==> src/rtl/ysyx_25040111_ifu_pkg.sv <==
// Shared IFU definitions: FSM state encoding, instruction width and the default reset PC.
// Imported by the IFU top and its testbench.
package ysyx_25040111_ifu_pkg;

    localparam int          INST_W           = 32;
    localparam logic [31:0] RESET_PC_DEFAULT = 32'h8000_0000;

    typedef enum logic [1:0] {
        S_REQ  = 2'b00,
        S_WAIT = 2'b01,
        S_HOLD = 2'b10,
        S_NEXT = 2'b11
    } ifu_state_e;

    function automatic logic is_word_aligned(input logic [31:0] addr);
        return addr[1:0] == 2'b00;
    endfunction

endpackage

==> src/rtl/ysyx_25040111_Reg.sv <==
// Width/reset-value parameterised register with synchronous active-high reset and load enable.
module ysyx_25040111_Reg #(
    parameter int               WIDTH     = 32,
    parameter logic [WIDTH-1:0] RESET_VAL = '0
) (
    input  logic             clk,
    input  logic             rst,
    input  logic             en,
    input  logic [WIDTH-1:0] d,
    output logic [WIDTH-1:0] q
);

    always_ff @(posedge clk) begin
        if (rst) begin
            q <= RESET_VAL;
        end else if (en) begin
            q <= d;
        end
    end

endmodule

==> src/rtl/ysyx_25040111_ifu.sv <==
// Single-issue instruction fetch unit: one fetch per committed instruction, flushed by redirect.
// Optional alignment check enabled by defining YSYX_25040111_IFU_MISALIGN_CHK_EN (adds port misalign).
module ysyx_25040111_ifu
    import ysyx_25040111_ifu_pkg::*;
#(
    parameter logic [31:0] RESET_PC = RESET_PC_DEFAULT
) (
    input  logic              clk,
    input  logic              rst,
    input  logic              redirect_valid,
    input  logic [31:0]       redirect_pc,
    output logic              mem_req_valid,
    input  logic              mem_req_ready,
    output logic [31:0]       mem_addr,
    input  logic              mem_rsp_valid,
    input  logic [INST_W-1:0] mem_rsp_data,
    output logic              out_valid,
    input  logic              out_ready,
    output logic [INST_W-1:0] out_inst,
    output logic [31:0]       out_pc
`ifdef YSYX_25040111_IFU_MISALIGN_CHK_EN
    ,
    output logic              misalign
`endif
);

    ifu_state_e        state_reg, state_next;
    logic              kill_reg, kill_next;
    logic [31:0]       pc_reg;
    logic [INST_W-1:0] inst_reg;
    logic              inst_en;
    logic              req_ok;

    // The PC only ever changes on a redirect; there is no sequential PC arithmetic here.
    ysyx_25040111_Reg #(
        .WIDTH     (32),
        .RESET_VAL (RESET_PC)
    ) u_pc_reg (
        .clk (clk),
        .rst (rst),
        .en  (redirect_valid),
        .d   (redirect_pc),
        .q   (pc_reg)
    );

    ysyx_25040111_Reg #(
        .WIDTH     (INST_W),
        .RESET_VAL ('0)
    ) u_inst_reg (
        .clk (clk),
        .rst (rst),
        .en  (inst_en),
        .d   (mem_rsp_data),
        .q   (inst_reg)
    );

`ifdef YSYX_25040111_IFU_MISALIGN_CHK_EN
    logic misalign_reg;

    assign req_ok = is_word_aligned(pc_reg);

    // Sticky until the next redirect so software sees which target faulted.
    always_ff @(posedge clk) begin
        if (rst) begin
            misalign_reg <= 1'b0;
        end else if (redirect_valid) begin
            misalign_reg <= 1'b0;
        end else if (state_reg == S_REQ && !req_ok) begin
            misalign_reg <= 1'b1;
        end
    end

    assign misalign = misalign_reg;
`else
    assign req_ok = 1'b1;
`endif

    always_ff @(posedge clk) begin
        if (rst) begin
            state_reg <= S_REQ;
            kill_reg  <= 1'b0;
        end else begin
            state_reg <= state_next;
            kill_reg  <= kill_next;
        end
    end

    always_comb begin
        state_next = state_reg;
        kill_next  = kill_reg;
        unique case (state_reg)
            S_REQ: begin
                if (!req_ok) begin
                    if (!redirect_valid) begin
                        state_next = S_NEXT;
                    end
                end else if (mem_req_ready) begin
                    // A redirect in the accept cycle leaves the old address in flight.
                    state_next = S_WAIT;
                    kill_next  = redirect_valid;
                end
            end
            S_WAIT: begin
                if (mem_rsp_valid) begin
                    kill_next  = 1'b0;
                    state_next = (kill_reg || redirect_valid) ? S_REQ : S_HOLD;
                end else if (redirect_valid) begin
                    kill_next = 1'b1;
                end
            end
            S_HOLD: begin
                if (redirect_valid) begin
                    state_next = S_REQ;
                end else if (out_ready) begin
                    state_next = S_NEXT;
                end
            end
            S_NEXT: begin
                if (redirect_valid) begin
                    state_next = S_REQ;
                end
            end
            default: begin
                state_next = S_REQ;
                kill_next  = 1'b0;
            end
        endcase
    end

    assign inst_en = (state_reg == S_WAIT) && mem_rsp_valid && !kill_reg && !redirect_valid;

    assign mem_req_valid = (state_reg == S_REQ) && req_ok && !rst;
    assign out_valid     = (state_reg == S_HOLD) && !rst;
    assign mem_addr      = pc_reg;
    assign out_pc        = pc_reg;
    assign out_inst      = inst_reg;

endmodule

==> config.mk <==
export PLATFORM = sky130hd
export DESIGN_NAME = ysyx_25040111_ifu
export DESIGN_NICKNAME = d
export VERILOG_FILES = /design/src/rtl/ysyx_25040111_ifu_pkg.sv /design/src/rtl/ysyx_25040111_Reg.sv /design/src/rtl/ysyx_25040111_ifu.sv
export SDC_FILE = /design/constraint.sdc
export NUM_CORES = 1
export LEC_CHECK = 0
export ABC_AREA = 0
export BUFFER_PORTS_ARGS = -buffer_cell sky130_fd_sc_hd__clkbuf_2
export CAP_MARGIN = 10
export CORE_MARGIN = 5
export CORE_UTILIZATION = 47
export CTS_CLUSTER_DIAMETER = 80
export DETAILED_ROUTE_END_ITERATION = 12
export PLACE_DENSITY = 0.87
export SLEW_MARGIN = 20
export SYNTH_ARGS = -nofsm -noshare
export SYNTH_HDL_FRONTEND = slang
export SYNTH_SLANG_ARGS = --single-unit
==> constraint.sdc <==
create_clock -name clk -period 1.9 [get_ports clk]
set_input_delay 0 -clock clk [delete_from_list [all_inputs] [get_ports clk]]
set_output_delay 0 -clock clk [all_outputs]
set_load 0.1 [all_outputs]
# Yosys cells after proc, flatten, opt, wreduce, memory -nomap -nowiden
# Index checks and enable logic that the tools add are counted.
totals:
  wordCells: 36
  output_inout_bits: 98
  regBits: 67
  input_bits: 70
classes:
  n_mux: 11
  reduce_logical: 13
  eq_ne: 8
ops:
  columns: ["operator", "count"]
  rows:
  - ["two-way mux 2 bit", 6]
  - ["one-hot mux 2 bit (4 select lines)", 1]
  - ["inequality test 2 bit, second input constant", 3]
  - ["inequality test 3 bit, second input constant", 2]
  - ["logical AND 1 bit", 5]
  - ["equality test 2 bit, second input constant", 2]
  - ["AND reduction 4 bit", 1]
  - ["logical NOT 1 bit", 3]
  - ["two-way mux 1 bit", 3]
  - ["AND reduction 3 bit", 1]
  - ["equality test 2 x 1 -> 1 bit, second input constant", 1]
  - ["logical NOT 2 bit", 1]
  - ["one-hot mux 1 bit (2 select lines)", 1]
  - ["nonzero test 2 bit", 1]
  - ["logical OR 1 bit", 1]

# Depth between registers and ports, before layout
# Gate-level depths: netlist (run 1).
depth:
  word_depth: 4
  mapped_depth: 5
  ltp_nobuf: 3

# Cells and area by module
# From an unflattened synthesis (run 1), not the netlist that was laid out.
hier_totals:
  hier_cells: 259
  area_unflattened_um2: 2762.6
by_module_without_submodules:
  columns: ["module", "cells_each", "area_per_inst_um2", "instances"]
  rows:
  - ["ysyx_25040111_Reg at u_pc_reg", 103, 1166.1, 1]
  - ["ysyx_25040111_Reg at u_inst_reg", 103, 1163.6, 1]
  - ["ysyx_25040111_ifu", 53, 432.9, 1]

# Least setup slack after synthesis (run 1)
# Ideal clock, no wire load.
synth_path:
  path_type: "register -> output"
  startpoint: "register state_reg[1]"
  endpoint: "output port out_valid"
  path_slack_ps: -792
  path_stages_with_launch: 3
  arrival_ps: 2692
  cell_sequence: "dfxtp_1 buf_2 nor3b_1"
synth_between:
  elab_chain_len: 2
synth_rtl:
  columns: ["element", "line", "rtl"]
  rows:
  - ["start: declaration", "ysyx_25040111_ifu.sv:27", "ifu_state_e state_reg, state_next;"]
  - ["start signal: assignment", "ysyx_25040111_ifu.sv:83", "state_reg <= state_next;"]
  - ["equality test 2 bit", "ysyx_25040111_ifu.sv:133", "assign out_valid = (state_reg == S_HOLD) && !rst;"]
  - ["logical AND 1 bit", "ysyx_25040111_ifu.sv:133", null]
  - ["end: declaration", "ysyx_25040111_ifu.sv:17", "output logic out_valid,"]
# Every way passes these cells.

# Worst setup path after layout (run 1)
layout_path:
  startpoint: "register state_reg[0]"
  endpoint: "register u_inst_reg.q[0]"
layout_between:
  elab_chain_len: 4
layout_rtl:
  columns: ["element", "line", "rtl"]
  rows:
  - ["equality test 2 x 1 -> 1 bit", "ysyx_25040111_ifu.sv:130", "assign inst_en = (state_reg == S_WAIT) && mem_rsp_valid && !kill_reg && !redirect_valid;"]
  - ["logical AND 1 bit (3 in series)", "ysyx_25040111_ifu.sv:130", null]
  - ["end signal: assignment", "ysyx_25040111_Reg.sv:15", "q <= RESET_VAL;"]
  - ["end signal: assignment", "ysyx_25040111_Reg.sv:17", "q <= d;"]
  - ["end: declaration", "ysyx_25040111_Reg.sv:10", "output logic [WIDTH-1:0] q"]
# Every way passes these cells.
# A chain may end at the register's enable or synchronous reset.

==> results of run 1 <==
report_power, final:
group / internal, W / switching (W) / total (W)
Clock: 0.00108 / 0.000512 / 0.00159
Combinational: 0.000308 / 0.000920 / 0.00123
Sequential: 0.00147 / 0.0000496 / 0.00152
Total: 0.00285 / 0.00148 / 0.00434
cells in the mapped netlist:
cell / n
a2111oi_0: 2
a211o_1: 1
a21oi_1: 1
a31oi_1: 1
buf_1: 1
buf_2: 6
buf_4: 32
buf_6: 4
clkbuf_1: 9
dfxtp_1: 67
inv_1: 1
mux2i_1: 63
nand2_1: 1
nand2b_1: 64
nor2_1: 32
nor2b_1: 1
nor3_1: 3
nor3b_1: 1
nor4_4: 1
o21bai_1: 2
or3b_2: 1
cell type report:
type | instances | share of cell area, %
multi-input cells | 174 | 27.9
inverters | 1 | 0.0819
repair buffers | 238 | 34.7
flip-flops and latches | 67 | 29.3
clock inverters | 4 | 2.62
clock buffers | 12 | 3.39
well taps | 77 | 2.10
per-stage QoR:
stage / power, W / hold WS, ns / area [µm²] / util, %
2_1_floorplan: 0.00251 / 0.122 / 2970 / -
3_3_place_gp: 0.00265 / 0.219 / 3650 / 58.4
3_5_place_dp: 0.00266 / 0.212 / 3650 / 58.4
4_1_cts: 0.00437 / 0.0113 / 4580 / 73.4
5_1_grt: 0.00449 / 0.0448 / 4580 / 73.4
6_report: 0.00434 / 0.0232 / 4580 / 73.4
tightest hold or removal path, cell delays in order:
cell	delay, ns
clkbuf_2	0.10
o21bai_1	0.11
a2111oi_0	0.08
path summary, 6_finish.rpt:
path                                         to  slack [ns]
setup / recovery   u_inst_reg.q[0]$_SDFFE_PP0P_        0.41
hold / removal            kill_reg$_SDFFE_PP0P_        0.02
setup reg to reg   u_inst_reg.q[0]$_SDFFE_PP0P_        0.41
hold reg to reg   u_inst_reg.q[25]$_SDFFE_PP0P_        0.48
kinds of logic after synthesis:
group | Yosys count
buf+inv | 53
simple gates | 104
flops | 67
compound gates | 7
mux | 63
routing by layer:
metal  part of all wire (%)  vias to the layer above  track usage, %
met5                      0                        -               0
li1                       -                     1324               -
met1                     37                     1203            21.0
met3                    8.4                       16            6.64
met2                     52                      117            38.8
met4                    2.2                        0            8.93
repair_timing:
item / CTS / global route
endpoints found under the hold margin: 66 / 0
gates resized for setup: 0 / 0
hold buffers: 66 / 0
==> results.yml, run 1 <==
outcome:
  run_status: "finished clean"
min_path:
  whs_path_depth: 3
  hp-start: "mem_req_ready"
  hold_path_class: "in2reg"
cts:
  postCtsSetupBuffers: 0
  numCtsBuffers: 9
  clock_path_buffers: 2
  clk_latency_ns: 0.33
  cts.sink_count: 67
  cts_tree: "done"
  htreeDepth: 3
  cts_root_buffer: "clkbuf_8"
  cts.reportedPaths.clkPinSlew_ns: 0.07
floorplan:
  chipHeight_um: 89.4
  dieArea_um2: 8000
  fp-row-count: 29
  io-pin-count: 168
  start_util_pct: 47.5
  core_area_um2: 6240
  die_x_um: 89.4
layout:
  layout_commonest_cell: "clkbuf_2"
  num_antenna_cells: 0
  drive_above_1_share_pct: 38.5
  num-fill-cells: 439
  areaGrowthSynthToFinish_pct: 54.6
  multi_input_area_um2: 1280
  layout_common_cells: "clkbuf_2, dfxtp_1, dlygate4sd3_1, nand2b_1, mux2i_1"
  seq_area_um2: 1340
  fin_nets: 561
  final_cells: 573
timing:
  grt_setup_unrepaired: "no"
  relSlewSlack_pct: 62.3
  finalMaxSlewViolations: 0
  period_share_pct: 78.4
  tightest_slew_ns: 0.569
  fin_worst_skew_ns: 0.00481
  worst_slack_ns: 0.410
  min_period_ns: 1.49
  finalSetupTns_ns: 0
  finalHoldViolCount: 0
  setup_violations: 0
  fmax_mhz: 671
yosys:
  synth_cell_types: 21
  ys_warn_count: 0
  syn_inst: 294
  yosysTopAreaCell: "dfxtp_1"
  synth_seq_area_share_pct: 45.3
  ys_top_cells_by_area: "dfxtp_1, mux2i_1, nand2b_1"
  synth-xor-area-share_pct: 0
  synth_top_family_by_area: "multiplexers"
  syn_avg_cell_area_um2: 10.1
  yosys.area_share.simple_pct: 19.7
  yosys.area.top_type_share_pct: 45.3
  synthMuxAreaShare_pct: 21.3
  synth-compound-area-share_pct: 1.77
  synth_fa_ha_area_share_pct: 0
  syn_area_um2: 2960
  synth_seq_cells: 67
  syn_nets: 364
global_route:
  grtUsageTotal_pct: 20.8
  grt_antenna_before_repair: 0
  grt-ovfl-total: 0
  grt_max_degree: 52
  grt_pass1_wl_um: 12600
  grt_pass1_vias: 2695
setup_path:
  crit_type: "reg2reg"
  cp_num_buf_inv: 1
  worstSetupStartpointType: "flop"
  max_stage_delay_ns: 0.49
  crit_family: "flip-flops"
  worstPathMaxFanout: 32
  crit_path_end_kind: "flop"
  r2r-start: "state_reg[0]$_SDFFE_PP0P_"
  required_ns: 2.15
  cp_cell_sequence: "nand2_1 > nor4_4 > buf_12 > mux2i_1"
  worstSetupPathDepth: 4
  worst_ep_arrival_time_ns: 1.74
  crit_path_top_delay_cell: "dfxtp_1"
  startpoint: "state_reg[0]$_SDFFE_PP0P_"
  reg2regPathDepth: 4
placed_design:
  port_buffers: 167
  place_inst: 491
  place.gp.congestion: 0.733
  post-place-ws_ns: 0.456
  hpwl_um: 5030
power_and_ir_drop:
  peakVddDrop_mv: 0.613
  leakage_nw: 2.20
  power_density_nw_per_um2: 946
drt:
  drtIter0Drc: 85
  via_per_inst: 4.64
  wl_per_cell_um: 14.6
  num_vias: 2660
  drt_wl_total_um: 8390
  postRouteAntennaNets: 0
  drtPass1Iterations: 4
  drcViolationCount: 0
run:
  maxCapViolCount: 0
(Power assumes the default switching activity.)
==> inputs of run 2 (changes only) <==
Settings changed: CORE_UTILIZATION 47 to 44, PLACE_DENSITY 0.87 to 0.82.
Clock period 1.9 ns to 1.6 ns, I/O delays scaled along.
==> run 2 against run 1 <==
Against the previous run: register-to-register slack got worse by 0.15 ns; sequential cell count did not move; first-iteration DRC count fell by 36%; cell count rose by 0.17%; critical path depth fell by 2; routed wire length fell by 2.9%; setup slack got worse by 0.17 ns; global-route usage fell by 1.1 points; clock skew rose by 0.0016 ns; combinational power rose by 19%; via count rose by 0.45%; critical path type is now reg2out; critical endpoint is now out_valid; highest routed layer unchanged.
==> results.yml, run 2 (synthesis results as in run 1) <==
layout:
  drive_above_1_share_pct: 38.7
  fin_nets: 559
  areaGrowthSynthToFinish_pct: 52.9
  design_area_um2: 4530
  multi_input_area_um2: 1290
  num-fill-cells: 524
  seq_area_um2: 1340
  num_antenna_cells: 0
  layout_commonest_cell: "clkbuf_2"
  layout_common_cells: "clkbuf_2, dfxtp_1, dlygate4sd3_1, nand2b_1, mux2i_1"
  final_core_utilization_pct: 67.8
min_path:
  whs_endpoint: "state_reg[1]$_SDFFE_PP0P_"
  hp-start: "mem_rsp_valid"
  hold_path_class: "in2reg"
  whs_path_depth: 3
setup_path:
  required_ns: 1.60
  worst_ep_arrival_time_ns: 1.36
  worstPathMaxFanout: 9
  worstSetupStartpointType: "flop"
  reg2regPathDepth: 4
  crit_type: "reg2out"
  worstSetupPathDepth: 2
  cp_cell_sequence: "nor3b_4 > buf_12"
  crit_path_end_kind: "output port"
  crit_family: "flip-flops"
  r2r-start: "state_reg[0]$_SDFFE_PP0P_"
  r2r_slack_ns: 0.26
  max_stage_delay_ns: 0.55
  crit_path_top_delay_cell: "dfxtp_1"
  cp_num_buf_inv: 1
  rr_endpoint: "u_inst_reg.q[8]$_SDFFE_PP0P_"
drt:
  via_per_inst: 4.66
  drtPass1Iterations: 4
  wl_per_cell_um: 14.2
  num_vias: 2672
  postRouteAntennaNets: 0
  drt_wl_total_um: 8150
  drtIter0Drc: 54
  drcViolationCount: 0
timing:
  worst_slack_ns: 0.237
  finalHoldViolCount: 0
  grt_setup_unrepaired: "no"
  relSlewSlack_pct: 62.4
  holdWs_ns: 0.0152
  fin_worst_skew_ns: 0.00639
  period_share_pct: 85.2
  tightest_slew_ns: 0.566
  fmax_mhz: 733
  setup_violations: 0
  finalSetupTns_ns: 0
  finalMaxSlewViolations: 0
  min_period_ns: 1.36
cts:
  holdBufCountCts: 65
  htreeDepth: 3
  cts_root_buffer: "clkbuf_8"
  cts.sink_count: 67
  postCtsSetupBuffers: 0
  clk_latency_ns: 0.32
  cts_resized: 0
  numCtsBuffers: 9
  clock_path_buffers: 2
  cts.reportedPaths.clkPinSlew_ns: 0.07
  cts_tree: "done"
global_route:
  grt_max_degree: 102
  grt_pass1_wl_um: 13400
  grt_antenna_before_repair: 0
  grt-ovfl-total: 0
  grt_pass1_vias: 2878
  grtUsageTotal_pct: 19.7
power_and_ir_drop:
  leakage_nw: 2.17
  peakVddDrop_mv: 0.463
  power_density_nw_per_um2: 1050
run:
  maxCapViolCount: 0
placed_design:
  place.gp.congestion: 0.714
  place_area_um2: 3670
  hpwl_um: 4930
  post-place-ws_ns: 0.261
  port_buffers: 167
floorplan:
  fp-row-count: 30
  start_util_pct: 44.4
  die_x_um: 92.1
  dieArea_um2: 8480
  core_area_um2: 6680
  io-pin-count: 168
  chipHeight_um: 92.1
outcome:
  run_status: "finished clean"
==> run 2: cell types whose count changed in the layout (fill, tap and decap cells not counted), moves of 2 or more <==
cell | previous run | this run
bufinv_16 | 4 | 2
buf_4 | 3 | 1
clkbuf_8 | 11 | 9
clkinv_2 | 0 | 3
==> run 2: final cells by class <==
type | count | share of cell area, %
Tap cell | 80 | 2.21
Timing Repair Buffer | 236 | 34.9
Clock buffer | 9 | 2.73
Clock inverter | 7 | 2.01
Sequential cell | 67 | 29.6
Inverter | 1 | 0.0828
Multi-Input combinational cell | 174 | 28.4
==> run 2: through the flow <==
step	power, W	instances
final	0.00477	574
after global routing	0.00496	574
after CTS	0.00482	574
after detailed placement	0.00317	493
after global placement	0.00315	493
after floorplan	0.00298	294
==> run 2: layer usage <==
| metal | up-vias | part of all wire, % | global-route usage, % |
|---|---|---|---|
| met3 | 24 | 8.6 | 6.48 |
| met5 | - | 0 | 0 |
| met2 | 126 | 50 | 34.2 |
| met1 | 1204 | 38 | 21.2 |
| met4 | 0 | 3.3 | 10.1 |
| li1 | 1318 | - | - |
==> run 2: report_power, final <==
part	leakage, nW	internal [W]	total (W)	switching, W
sequential	0.548	0.00174	0.00180	0.0000568
clock	0.109	0.000874	0.00150	0.000628
combinational	1.51	0.000370	0.00146	0.00110
total	2.17	0.00299	0.00477	0.00178
==> run 2: worst max-delay path by stage <==
| stage | startpoint | to |
|---|---|---|
| final | state_reg[1]$_SDFFE_PP0P_ | out_valid |
| after detailed placement | state_reg[0]$_SDFFE_PP0P_ | u_inst_reg.q[7]$_SDFFE_PP0P_ |
| after global routing | state_reg[0]$_SDFFE_PP0P_ | u_inst_reg.q[4]$_SDFFE_PP0P_ |
| after CTS | state_reg[1]$_SDFFE_PP0P_ | out_valid |
| after floorplan | u_pc_reg.q[0]$_SDFFE_PP0P_ | out_pc[0] |
| after global placement | state_reg[0]$_SDFFE_PP0P_ | u_inst_reg.q[1]$_SDFFE_PP0P_ |
==> run 2: worst min-delay path, delay by kind of cell <==
kind                   cells  cell delay (ns)
AOI/OAI and AO/OA          1             0.08
buffers and inverters      1             0.10
and+or+nand+nor            1             0.11
==> inputs of run 3 (changes only) <==
Settings changed: CORE_ASPECT_RATIO set to 1.2.
==> run 3 against run 2 <==
Against the previous run: final area fell by 0.83%; combinational power barely moved; sequential power barely moved; die area barely moved; clock power fell by 21%; register-to-register slack got worse by 0.05 ns; first-iteration DRC count rose by 85%; hold slack improved by 0.012 ns; largest power group unchanged.
==> results.yml, run 3 (synthesis results as in run 1) <==
placed_design:
  place.gp.congestion: 0.797
  post-place-ws_ns: 0.193
  port_buffers: 167
  hpwl_um: 5270
  place_inst: 500
timing:
  min_period_ns: 1.41
  setup_violations: 0
  finalSetupTns_ns: 0
  period_share_pct: 88.1
  grt_setup_unrepaired: "no"
  finalMaxSlewViolations: 0
  finalHoldViolCount: 0
  holdWs_ns: 0.0276
  tightest_slew_ns: 0.572
  worst_slack_ns: 0.191
  fin_worst_skew_ns: 0.00558
  relSlewSlack_pct: 62.0
  fmax_mhz: 710
floorplan:
  io-pin-count: 168
  dieArea_um2: 8480
  chipHeight_um: 99.9
  fp-row-count: 32
  core_area_um2: 6490
  die_x_um: 84.9
  start_util_pct: 45.7
global_route:
  grtUsageTotal_pct: 20.7
  grt-ovfl-total: 0
  grt_max_degree: 102
  grt_antenna_before_repair: 0
  grt_pass1_vias: 2965
  grt_pass1_wl_um: 14100
drt:
  num_vias: 2753
  wl_per_cell_um: 15.3
  drcViolationCount: 0
  drtIter0Drc: 100
  via_per_inst: 4.72
  postRouteAntennaNets: 0
  drt_wl_total_um: 8910
  drtPass1Iterations: 4
setup_path:
  worstSetupStartpointType: "input pin"
  crit_path_end_kind: "flop"
  worst_ep_arrival_time_ns: 1.66
  required_ns: 1.85
  worstPathMaxFanout: 20
  crit_type: "in2reg"
layout:
  final_core_utilization_pct: 69.3
  layout_common_cells: "clkbuf_2, dfxtp_1, dlygate4sd3_1, nand2b_1, mux2i_1"
  final_cells: 583
  fin_nets: 562
  drive_above_1_share_pct: 38.8
  areaGrowthSynthToFinish_pct: 51.7
  layout_commonest_cell: "clkbuf_2"
  num-fill-cells: 513
cts:
  htreeDepth: 3
  numCtsBuffers: 9
  cts_resized: 0
  cts.sink_count: 67
  cts.reportedPaths.clkPinSlew_ns: 0.07
  cts_root_buffer: "clkbuf_8"
  cts_tree: "done"
  clk_latency_ns: 0.32
  clock_path_buffers: 2
run:
  maxCapViolCount: 0
power_and_ir_drop:
  power_density_nw_per_um2: 994
  peakVddDrop_mv: 0.488
  leakage_nw: 2.16
outcome:
  run_status: "finished clean"
min_path:
  hold_path_class: "in2reg"
-- run 3: repair_timing --
| item | in CTS | in global routing |
|---|---|---|
| endpoints found under the hold margin | 66 | 0 |
| hold buffers | 66 | 0 |
| setup buffers | 0 | 0 |
| endpoints found under the setup margin | 0 | 0 |
-- run 3: worst paths after layout --
kind                                 start                       endpoint  slack, ns  cells past startpoint
max                         redirect_valid   u_inst_reg.q[1]$_SDFFE_PP0P_       0.19                      5
min                          mem_rsp_valid      state_reg[1]$_SDFFE_PP0P_       0.03                      3
max reg2reg      state_reg[0]$_SDFFE_PP0P_   u_inst_reg.q[1]$_SDFFE_PP0P_       0.21                      4
min reg2reg  u_inst_reg.q[26]$_SDFFE_PP0P_  u_inst_reg.q[26]$_SDFFE_PP0P_       0.47                      2
-- run 3: cell type report --
cell class | count | area (µm²) | area share, %
Multi-Input combinational cell | 174 | 1290 | 28.7
Tap cell | 85 | 106 | 2.37
Sequential cell | 67 | 1340 | 29.8
Clock inverter | 7 | 45.0 | 1.00
Clock buffer | 9 | 124 | 2.76
Timing Repair Buffer | 239 | 1580 | 35.2
Inverter | 1 | 3.75 | 0.0835
Antenna cell | 1 | 2.50 | 0.0557
-- run 3: critical path: stages --
cell and delay (ns):
dlygate4sd3_1 0.54, clkbuf_2 0.18, nor4_4 0.32, buf_4 0.37
mux2i_1 0.23
-- run 3: per-layer routing --
metal  up-vias  GRT usage (%)  part of all wire [%]
met2       139           38.8                    53
met4         0           7.80                   2.4
met5         -              0                     0
li1       1322              -                     -
met3        20           6.40                   7.7
met1      1272           21.3                    37
-- run 3: power by group --
part / total (W) / leakage [nW] / internal, W / switching, W
Sequential: 0.00180 / 0.548 / 0.00174 / 0.0000607
Clock: 0.00119 / 0.0887 / 0.000556 / 0.000632
Combinational: 0.00148 / 1.52 / 0.000368 / 0.00111
Total: 0.00447 / 2.16 / 0.00267 / 0.00180
-- run 3: stage by stage --
step	total power, W	cell area (µm²)
after CTS	0.00449	4490
final	0.00447	4500
after global placement	0.00315	3660
after floorplan	0.00298	2990
after detailed placement	0.00317	3660
after global routing	0.00464	4490
